### config.mk
export PLATFORM = sky130hd
export DESIGN_NAME = mem_stage
export DESIGN_NICKNAME = d
export VERILOG_FILES = /design/src/rtl/rv_pkg.sv /design/src/rtl/lsu_align.sv /design/src/rtl/mem_stage.sv
export SDC_FILE = /design/constraint.sdc
export NUM_CORES = 1
export LEC_CHECK = 0
export ABC_AREA = 1
export CAP_MARGIN = 20
export CORE_AREA = 4 4 144 146
export DETAILED_ROUTE_END_ITERATION = 12
export DIE_AREA = 0 0 148 150
export GPL_TIMING_DRIVEN = 0
export PLACE_DENSITY = 0.72
export SLEW_MARGIN = 0
export SYNTH_ARGS = -nofsm -noshare
export SYNTH_HDL_FRONTEND = slang
export SYNTH_SLANG_ARGS = --single-unit
### constraint.sdc
create_clock -name clk_i -period 2.3 [get_ports clk_i]
set_clock_uncertainty 0.05 [all_clocks]
set_input_delay 0.23 -clock clk_i [delete_from_list [all_inputs] [get_ports clk_i]]
set_output_delay 0.23 -clock clk_i [all_outputs]
set_load 0.02 [all_outputs]
### src/rtl/rv_pkg.sv
// Shared RISC-V MEM-stage definitions: opcodes, load/store funct3 codes,
// the canonical NOP and the memory-access FSM state type.
package rv_pkg;

    localparam logic [6:0]  OP_LOAD  = 7'b0000011;
    localparam logic [6:0]  OP_STORE = 7'b0100011;
    localparam logic [31:0] NOP_INST = 32'h00000013;

    typedef enum logic [2:0] {
        F3_B  = 3'b000,
        F3_H  = 3'b001,
        F3_W  = 3'b010,
        F3_BU = 3'b100,
        F3_HU = 3'b101
    } funct3_e;

    typedef enum logic {
        IDLE = 1'b0,
        WAIT = 1'b1
    } mem_state_e;

endpackage

### src/rtl/lsu_align.sv
// Load/store lane logic: byte enables and replicated write data for stores,
// lane selection plus sign/zero extension for loads.
module lsu_align
    import rv_pkg::*;
(
    input  logic [2:0]  funct3,
    input  logic [1:0]  addr_lo,
    input  logic [31:0] store_data,
    input  logic [31:0] rdata,
    output logic [3:0]  be,
    output logic [31:0] wdata,
    output logic [31:0] ld_data
);

    logic [7:0]  ld_byte;
    logic [15:0] ld_half;

    // Size comes from funct3[1:0] so loads and stores share one enable rule.
    always_comb begin
        be    = 4'b1111;
        wdata = store_data;
        case (funct3[1:0])
            2'b00: begin
                be    = 4'b0001 << addr_lo;
                wdata = {4{store_data[7:0]}};
            end
            2'b01: begin
                be    = 4'b0011 << {addr_lo[1], 1'b0};
                wdata = {2{store_data[15:0]}};
            end
            default: begin
                be    = 4'b1111;
                wdata = store_data;
            end
        endcase
    end

    always_comb begin
        ld_byte = rdata[{addr_lo, 3'b000} +: 8];
        ld_half = addr_lo[1] ? rdata[31:16] : rdata[15:0];
        case (funct3_e'(funct3))
            F3_B:    ld_data = {{24{ld_byte[7]}}, ld_byte};
            F3_H:    ld_data = {{16{ld_half[15]}}, ld_half};
            F3_W:    ld_data = rdata;
            F3_BU:   ld_data = {24'h000000, ld_byte};
            F3_HU:   ld_data = {16'h0000, ld_half};
            default: ld_data = '0;
        endcase
    end

endmodule

### src/rtl/mem_stage.sv
// MEM pipeline stage with req/ack data-memory handshake, timeout abort and MEM/WB register.
// Optional build macro MEM_MISALIGN_CHK_EN rejects misaligned halfword/word accesses.
module mem_stage
    import rv_pkg::*;
#(
    parameter int unsigned TIMEOUT_CYC = 255
) (
    input  logic        clk_i,
    input  logic        rst_ni,
    input  logic [31:0] alu_mem_i,
    input  logic [31:0] rs2_mem_i,
    input  logic [31:0] pc4_mem_i,
    input  logic        MemRW_mem_i,
    input  logic [1:0]  WBSel_mem_i,
    input  logic        RegWEn_mem_i,
    input  logic [4:0]  rsW_mem_i,
    input  logic [31:0] inst_mem_i,
    output logic        dmem_req_o,
    output logic        dmem_we_o,
    output logic [31:0] dmem_addr_o,
    output logic [3:0]  dmem_be_o,
    output logic [31:0] dmem_wdata_o,
    input  logic        dmem_ack_i,
    input  logic [31:0] dmem_rdata_i,
    output logic        stall_o,
    output logic        bus_err_o,
    output logic [31:0] alu_wb_o,
    output logic [31:0] ld_wb_o,
    output logic [31:0] pc4_wb_o,
    output logic [1:0]  WBSel_wb_o,
    output logic        RegWEn_wb_o,
    output logic [4:0]  rsW_wb_o,
    output logic [31:0] inst_wb_o
);

    mem_state_e  state, state_n;
    logic [7:0]  cnt;
    logic        is_load, is_store, is_access;
    logic        misalign, timeout, capture;
    logic [31:0] ld_data;

    assign is_load   = (inst_mem_i[6:0] == OP_LOAD);
    assign is_store  = (inst_mem_i[6:0] == OP_STORE);
    assign is_access = is_load | is_store;
    assign timeout   = (cnt == 8'(TIMEOUT_CYC));

`ifdef MEM_MISALIGN_CHK_EN
    always_comb begin
        misalign = 1'b0;
        if (is_access) begin
            case (inst_mem_i[13:12])
                2'b01:   misalign = alu_mem_i[0];
                2'b10:   misalign = |alu_mem_i[1:0];
                default: misalign = 1'b0;
            endcase
        end
    end
`else
    assign misalign = 1'b0;
`endif

    lsu_align u_lsu_align (
        .funct3     (inst_mem_i[14:12]),
        .addr_lo    (alu_mem_i[1:0]),
        .store_data (rs2_mem_i),
        .rdata      (dmem_rdata_i),
        .be         (dmem_be_o),
        .wdata      (dmem_wdata_o),
        .ld_data    (ld_data)
    );

    assign dmem_addr_o = {alu_mem_i[31:2], 2'b00};
    assign dmem_we_o   = dmem_req_o & (is_store | MemRW_mem_i & is_access);

    always_ff @(posedge clk_i) begin
        if (!rst_ni) begin
            state <= IDLE;
            cnt   <= '0;
        end else begin
            state <= state_n;
            if (state_n == WAIT)
                cnt <= (state == IDLE) ? 8'd1 : cnt + 8'd1;
            else
                cnt <= '0;
        end
    end

    always_comb begin
        state_n = state;
        case (state)
            IDLE: if (is_access && !misalign && !dmem_ack_i) state_n = WAIT;
            WAIT: if (dmem_ack_i || timeout) state_n = IDLE;
            default: state_n = IDLE;
        endcase
    end

    // Outputs are gated by reset so a pending request vanishes the moment reset asserts.
    always_comb begin
        dmem_req_o = 1'b0;
        stall_o    = 1'b0;
        bus_err_o  = 1'b0;
        capture    = 1'b0;
        case (state)
            IDLE: begin
                if (!is_access) begin
                    capture = 1'b1;
                end else if (misalign) begin
                    bus_err_o = 1'b1;
                end else begin
                    dmem_req_o = 1'b1;
                    capture    = dmem_ack_i;
                    stall_o    = !dmem_ack_i;
                end
            end
            WAIT: begin
                dmem_req_o = 1'b1;
                if (dmem_ack_i)   capture   = 1'b1;
                else if (timeout) bus_err_o = 1'b1;
                else              stall_o   = 1'b1;
            end
            default: ;
        endcase
        if (!rst_ni) begin
            dmem_req_o = 1'b0;
            stall_o    = 1'b0;
            bus_err_o  = 1'b0;
            capture    = 1'b0;
        end
    end

    always_ff @(posedge clk_i) begin
        if (!rst_ni) begin
            alu_wb_o    <= '0;
            ld_wb_o     <= '0;
            pc4_wb_o    <= '0;
            WBSel_wb_o  <= '0;
            RegWEn_wb_o <= 1'b0;
            rsW_wb_o    <= '0;
            inst_wb_o   <= NOP_INST;
        end else if (capture) begin
            alu_wb_o    <= alu_mem_i;
            ld_wb_o     <= is_load ? ld_data : '0;
            pc4_wb_o    <= pc4_mem_i;
            WBSel_wb_o  <= WBSel_mem_i;
            RegWEn_wb_o <= RegWEn_mem_i;
            rsW_wb_o    <= rsW_mem_i;
            inst_wb_o   <= inst_mem_i;
        end else begin
            RegWEn_wb_o <= 1'b0;
            inst_wb_o   <= NOP_INST;
        end
    end

endmodule

==> impl_results.html <==
<table>
<tr><th>Metric</th><th>Value</th></tr>
<tr><th colspan="2">Critical path</th></tr>
<tr><td>Largest stage delay on the critical path</td><td>630 ps</td></tr>
<tr><td>Crit path top cell by count</td><td>clkdlybuf4s50_1</td></tr>
<tr><td>Required time worst endpoint</td><td>about 2000 ps</td></tr>
<tr><td>Family of cells with the greatest summed delay on the critical path</td><td>buffers and inverters</td></tr>
<tr><td>Category of the critical setup timing path</td><td>in2out</td></tr>
<tr><td>Endpoint class of the critical path</td><td>primary output</td></tr>
<tr><td>Master of the slowest instance on the critical path</td><td>clkdlybuf4s50_1</td></tr>
<tr><td>Largest fanout of any net on the critical path</td><td>9</td></tr>
<tr><td>Critical-path cell list</td><td>clkdlybuf4s50_1, inv_2, nand2_1, nor2_2, a21oi_1, clkdlybuf4s50_1</td></tr>
<tr><td>CP Data Arrival Time</td><td>1970 ps</td></tr>
<tr><td>Kind of start point of the critical path</td><td>input pin</td></tr>
<tr><td>Buffers &amp; Inverters on Critical Path</td><td>3</td></tr>
<tr><th colspan="2">Drt</th></tr>
<tr><td>Met2 routed WL</td><td>12,600 um</td></tr>
<tr><td>Met3 wire len</td><td>between 1000 and 1500 um</td></tr>
<tr><td>Post-route DRC violation count</td><td>0</td></tr>
<tr><td>Vias post-DR</td><td>7,124</td></tr>
<tr><td>Uppermost routed layer</td><td>met4</td></tr>
<tr><td>WL met1</td><td>11,500 um</td></tr>
<tr><td>Aggregate routed wire length</td><td>25,900 um</td></tr>
<tr><td>Routed length per placed instance</td><td>16.2 um</td></tr>
<tr><td>Detailed Route Iter0 Violations</td><td>between 300 and 400</td></tr>
<tr><td>Post-route ant nets</td><td>0</td></tr>
<tr><td>Mean number of vias per cell</td><td>4.46</td></tr>
<tr><td>Total iterations of the first detailed-routing run</td><td>5</td></tr>
<tr><th colspan="2">Floorplanning</th></tr>
<tr><td>Die Area</td><td>22,200 um2</td></tr>
<tr><td>Starting density of the core</td><td>33.8%</td></tr>
<tr><td>Num rows</td><td>51</td></tr>
<tr><td>Die width</td><td>about 150 um</td></tr>
<tr><td>Vertical die dimension</td><td>approximately 150 um</td></tr>
<tr><td>Ports</td><td>380</td></tr>
<tr><td>CORE AREA</td><td>19,400 um2</td></tr>
<tr><th colspan="2">Logic synthesis</th></tr>
<tr><td>Number of enable-type register cells in the synthesized netlist</td><td>0</td></tr>
<tr><td>Area share of the largest cell type after synthesis</td><td>about 44%</td></tr>
<tr><td>Top area cells in the synthesized netlist</td><td>dfxtp_1, nand2_1, a21oi_1</td></tr>
<tr><td>Library cells used by synthesis</td><td>31</td></tr>
<tr><td>Commonest register cell after synthesis</td><td>dfxtp_1</td></tr>
<tr><td>Yosys warning count</td><td>0</td></tr>
<tr><td>Proportion of synthesized flip-flops having asynchronous set or reset</td><td>0%</td></tr>
<tr><td>Cell type contributing the most total cell area after synthesis</td><td>dfxtp_1</td></tr>
<tr><td>Top-count cell post-synth</td><td>nand2_1</td></tr>
<tr><td>Portion of the post-synthesis area used by sequential elements</td><td>44.3%</td></tr>
<tr><td>Flip-flop and latch count after synthesis</td><td>about 150</td></tr>
<tr><td>Top post-synthesis cells by count</td><td>nand2_1, dfxtp_1, a21oi_1</td></tr>
<tr><td>Number of standard cells after synthesis</td><td>between 900 and 1,000</td></tr>
<tr><td>Cell area after technology mapping</td><td>about 6600 um2</td></tr>
<tr><td>Post-synthesis average cell area</td><td>7.07 um2</td></tr>
<tr><th colspan="2">Timing</th></tr>
<tr><td>Worst slew margin</td><td>between 60 and 70%</td></tr>
<tr><td>Setup repair after global routing missed its margin</td><td>true</td></tr>
<tr><td>Hold Vio Cnt, Final</td><td>0</td></tr>
<tr><td>Slew at the pin with the worst max-slew slack</td><td>568 ps</td></tr>
<tr><td>Max-slew violations</td><td>0</td></tr>
<tr><td>Final worst path period share</td><td>98.0%</td></tr>
<tr><td>Shortest period the worst path allows</td><td>2250 ps</td></tr>
<tr><td>Fmax</td><td>443 MHz</td></tr>
<tr><td>Final Setup Violations</td><td>0</td></tr>
<tr><th colspan="2">Placed design</th></tr>
<tr><td>Cell Area, Placed</td><td>10,700 um2</td></tr>
<tr><td>Port Buffer Count</td><td>377</td></tr>
<tr><td>Final RePlAce weighted congestion</td><td>0.891</td></tr>
<tr><td>HPWL after detailed placement</td><td>~21,000 um</td></tr>
<tr><th colspan="2">Clock network</th></tr>
<tr><td>CTS tree</td><td>built</td></tr>
<tr><td>Level count of the clock H-tree</td><td>4</td></tr>
<tr><td>Post-CTS setup repair buffer count</td><td>0</td></tr>
<tr><td>Worst skew pair latency</td><td>around 400 ps</td></tr>
<tr><td>Library cell used as clock root buffer</td><td>clkbuf_16</td></tr>
<tr><td>Clock transition at the registers of the reported paths</td><td>60 ps</td></tr>
<tr><td>TritonCTS sink count</td><td>about 150</td></tr>
<tr><td>Clk buf depth</td><td>2</td></tr>
<tr><td>TritonCTS buffer count</td><td>17</td></tr>
<tr><th colspan="2">Global route</th></tr>
<tr><td>Wire length of the first global-routing pass</td><td>38,600 um</td></tr>
<tr><td>Vias in the first global route</td><td>6,826</td></tr>
<tr><td>Final global-route overflow total</td><td>0</td></tr>
<tr><td>Maximum number of pins on one net before global-route repair</td><td>18</td></tr>
<tr><td>Antenna violations before repair</td><td>0</td></tr>
<tr><td>Total GRT Usage</td><td>22.4%</td></tr>
<tr><th colspan="2">Cells and area</th></tr>
<tr><td>Fraction of final layout cells with drive strength greater than 1</td><td>between 10 and 15%</td></tr>
<tr><td>Multi-input combinational cell area</td><td>~2700 um2</td></tr>
<tr><td>Number of diodes</td><td>0</td></tr>
<tr><td>Post-synthesis to final-layout area growth</td><td>69.6%</td></tr>
<tr><td>Sequential cell area</td><td>2900 um2</td></tr>
<tr><td>Fin area</td><td>between 10,000 and 15,000 um2</td></tr>
<tr><td>Number of fill cells</td><td>1,874</td></tr>
<tr><td>Net count reported at finish</td><td>1,496</td></tr>
<tr><th colspan="2">Job</th></tr>
<tr><td>Number of maximum-capacitance constraint violations</td><td>0</td></tr>
<tr><th colspan="2">Power and ir drop</th></tr>
<tr><td>Pwr dens</td><td>just under 600 nW/um2</td></tr>
<tr><td>Lkg Pwr</td><td>4.94 nW</td></tr>
<tr><td>Maximum vdd drop</td><td>0.492 mV</td></tr>
<tr><td>Post-route total power</td><td>between 6 and 7 mW</td></tr>
<tr><th colspan="2">Min path</th></tr>
<tr><td>Min-delay worst type</td><td>in2reg</td></tr>
<tr><th colspan="2">Outcome</th></tr>
<tr><td>Result of the run</td><td>finished, final reports clean</td></tr>
</table>
[placed cells by master, fill, tap and decap left out, types with 3 or more instances in the layout]
master           instances
clkbuf_1                 9
nand2_4                  4
dfxtp_1                145
inv_1                   75
clkbuf_16               17
nor2_1                  83
inv_2                    5
buf_2                   16
nor2_2                   3
buf_6                   11
nand2_1                310
clkdlybuf4s50_1        349
xor2_1                   4
o211ai_1                 7
o21ai_0                 20
dlygate4sd2_1           14
clkbuf_2                14
a21oi_1                101
nand2_2                  3
clkinvlp_4               4
buf_4                   53
nand3_1                 57
[path summary, 6_finish.rpt]
path / slack [ps] / start / to / depth (start not counted)
max: 50 / inst_mem_i[12] / dmem_be_o[2] / 6
min: 280 / inst_mem_i[26] / inst_wb_o[26] / 3
max reg2reg: 840 / state / inst_wb_o[13] / 7
min reg2reg: 410 / alu_wb_o[2] / alu_wb_o[2] / 2
[where the power goes]
part	internal (mW)	switching, mW
registers	2.61	0.0440
logic	0.687	0.665
clock network	1.38	1.10
total	4.68	1.81
[sequential cells by signal (all words and copies together), names as in the netlist]
signal and cells:
alu_wb_o 32, inst_wb_o 32, ld_wb_o 32, pc4_wb_o 32, cnt 8, rsW_wb_o 5
WBSel_wb_o 2, RegWEn_wb_o 1, state 1
[layout make-up]
| type | instances | area share [%] |
|---|---|---|
| buffer | 91 | 5.80 |
| clock buffer | 19 | 3.89 |
| clock inverter | 11 | 0.776 |
| inverter | 80 | 2.70 |
| multi-input combinational | 611 | 24.5 |
| sequential | 145 | 26.1 |
| tap | 265 | 2.98 |
| timing repair buffer | 377 | 33.2 |
[what timing repair did]
item / in CTS / in global routing
setup endpoints to repair: 29 / 17
resized for setup: 34 / 34
hold buffers: 0 / 0
hold endpoints to repair: 0 / 0
cloned: 0 / 0
[per-stage QoR]
stage	TNS [ps]	hold slack, ps	util (%)	std cells	setup WS (ps)
after global placement	-8230	396	55.0	1570	-421
after CTS	0	264	57.5	1599	9.24
final	0	284	57.3	1599	45.2
after global routing	-25.1	281	57.3	1599	-25.1
after floorplan	0	280	-	928	569
after detailed placement	-7780	399	55.0	1570	-377
[per-layer routing]
layer	global-route usage [%]	vias to the layer above
met2	37.2	216
met5	0	-
met1	30.1	3239
met3	4.03	29
met4	6.19	0
li1	-	3640
[cells by family after synthesis]
kind of cell / count (synthesis) / synth area share, %
simple gates: 470 / 29.6
buf+inv: 172 / 14.3
flops: 145 / 44.3
compound gates: 132 / 10.8
xor+xnor: 6 / 0.802
fa+ha+maj: 1 / 0.191
other cells: 1 / 0.0572
[worst min-delay path: stages]
cell,delay [ps]
clkdlybuf4s50_1,390
inv_1,50
nor2_1,30
Power figures use the tool's default switching activity.
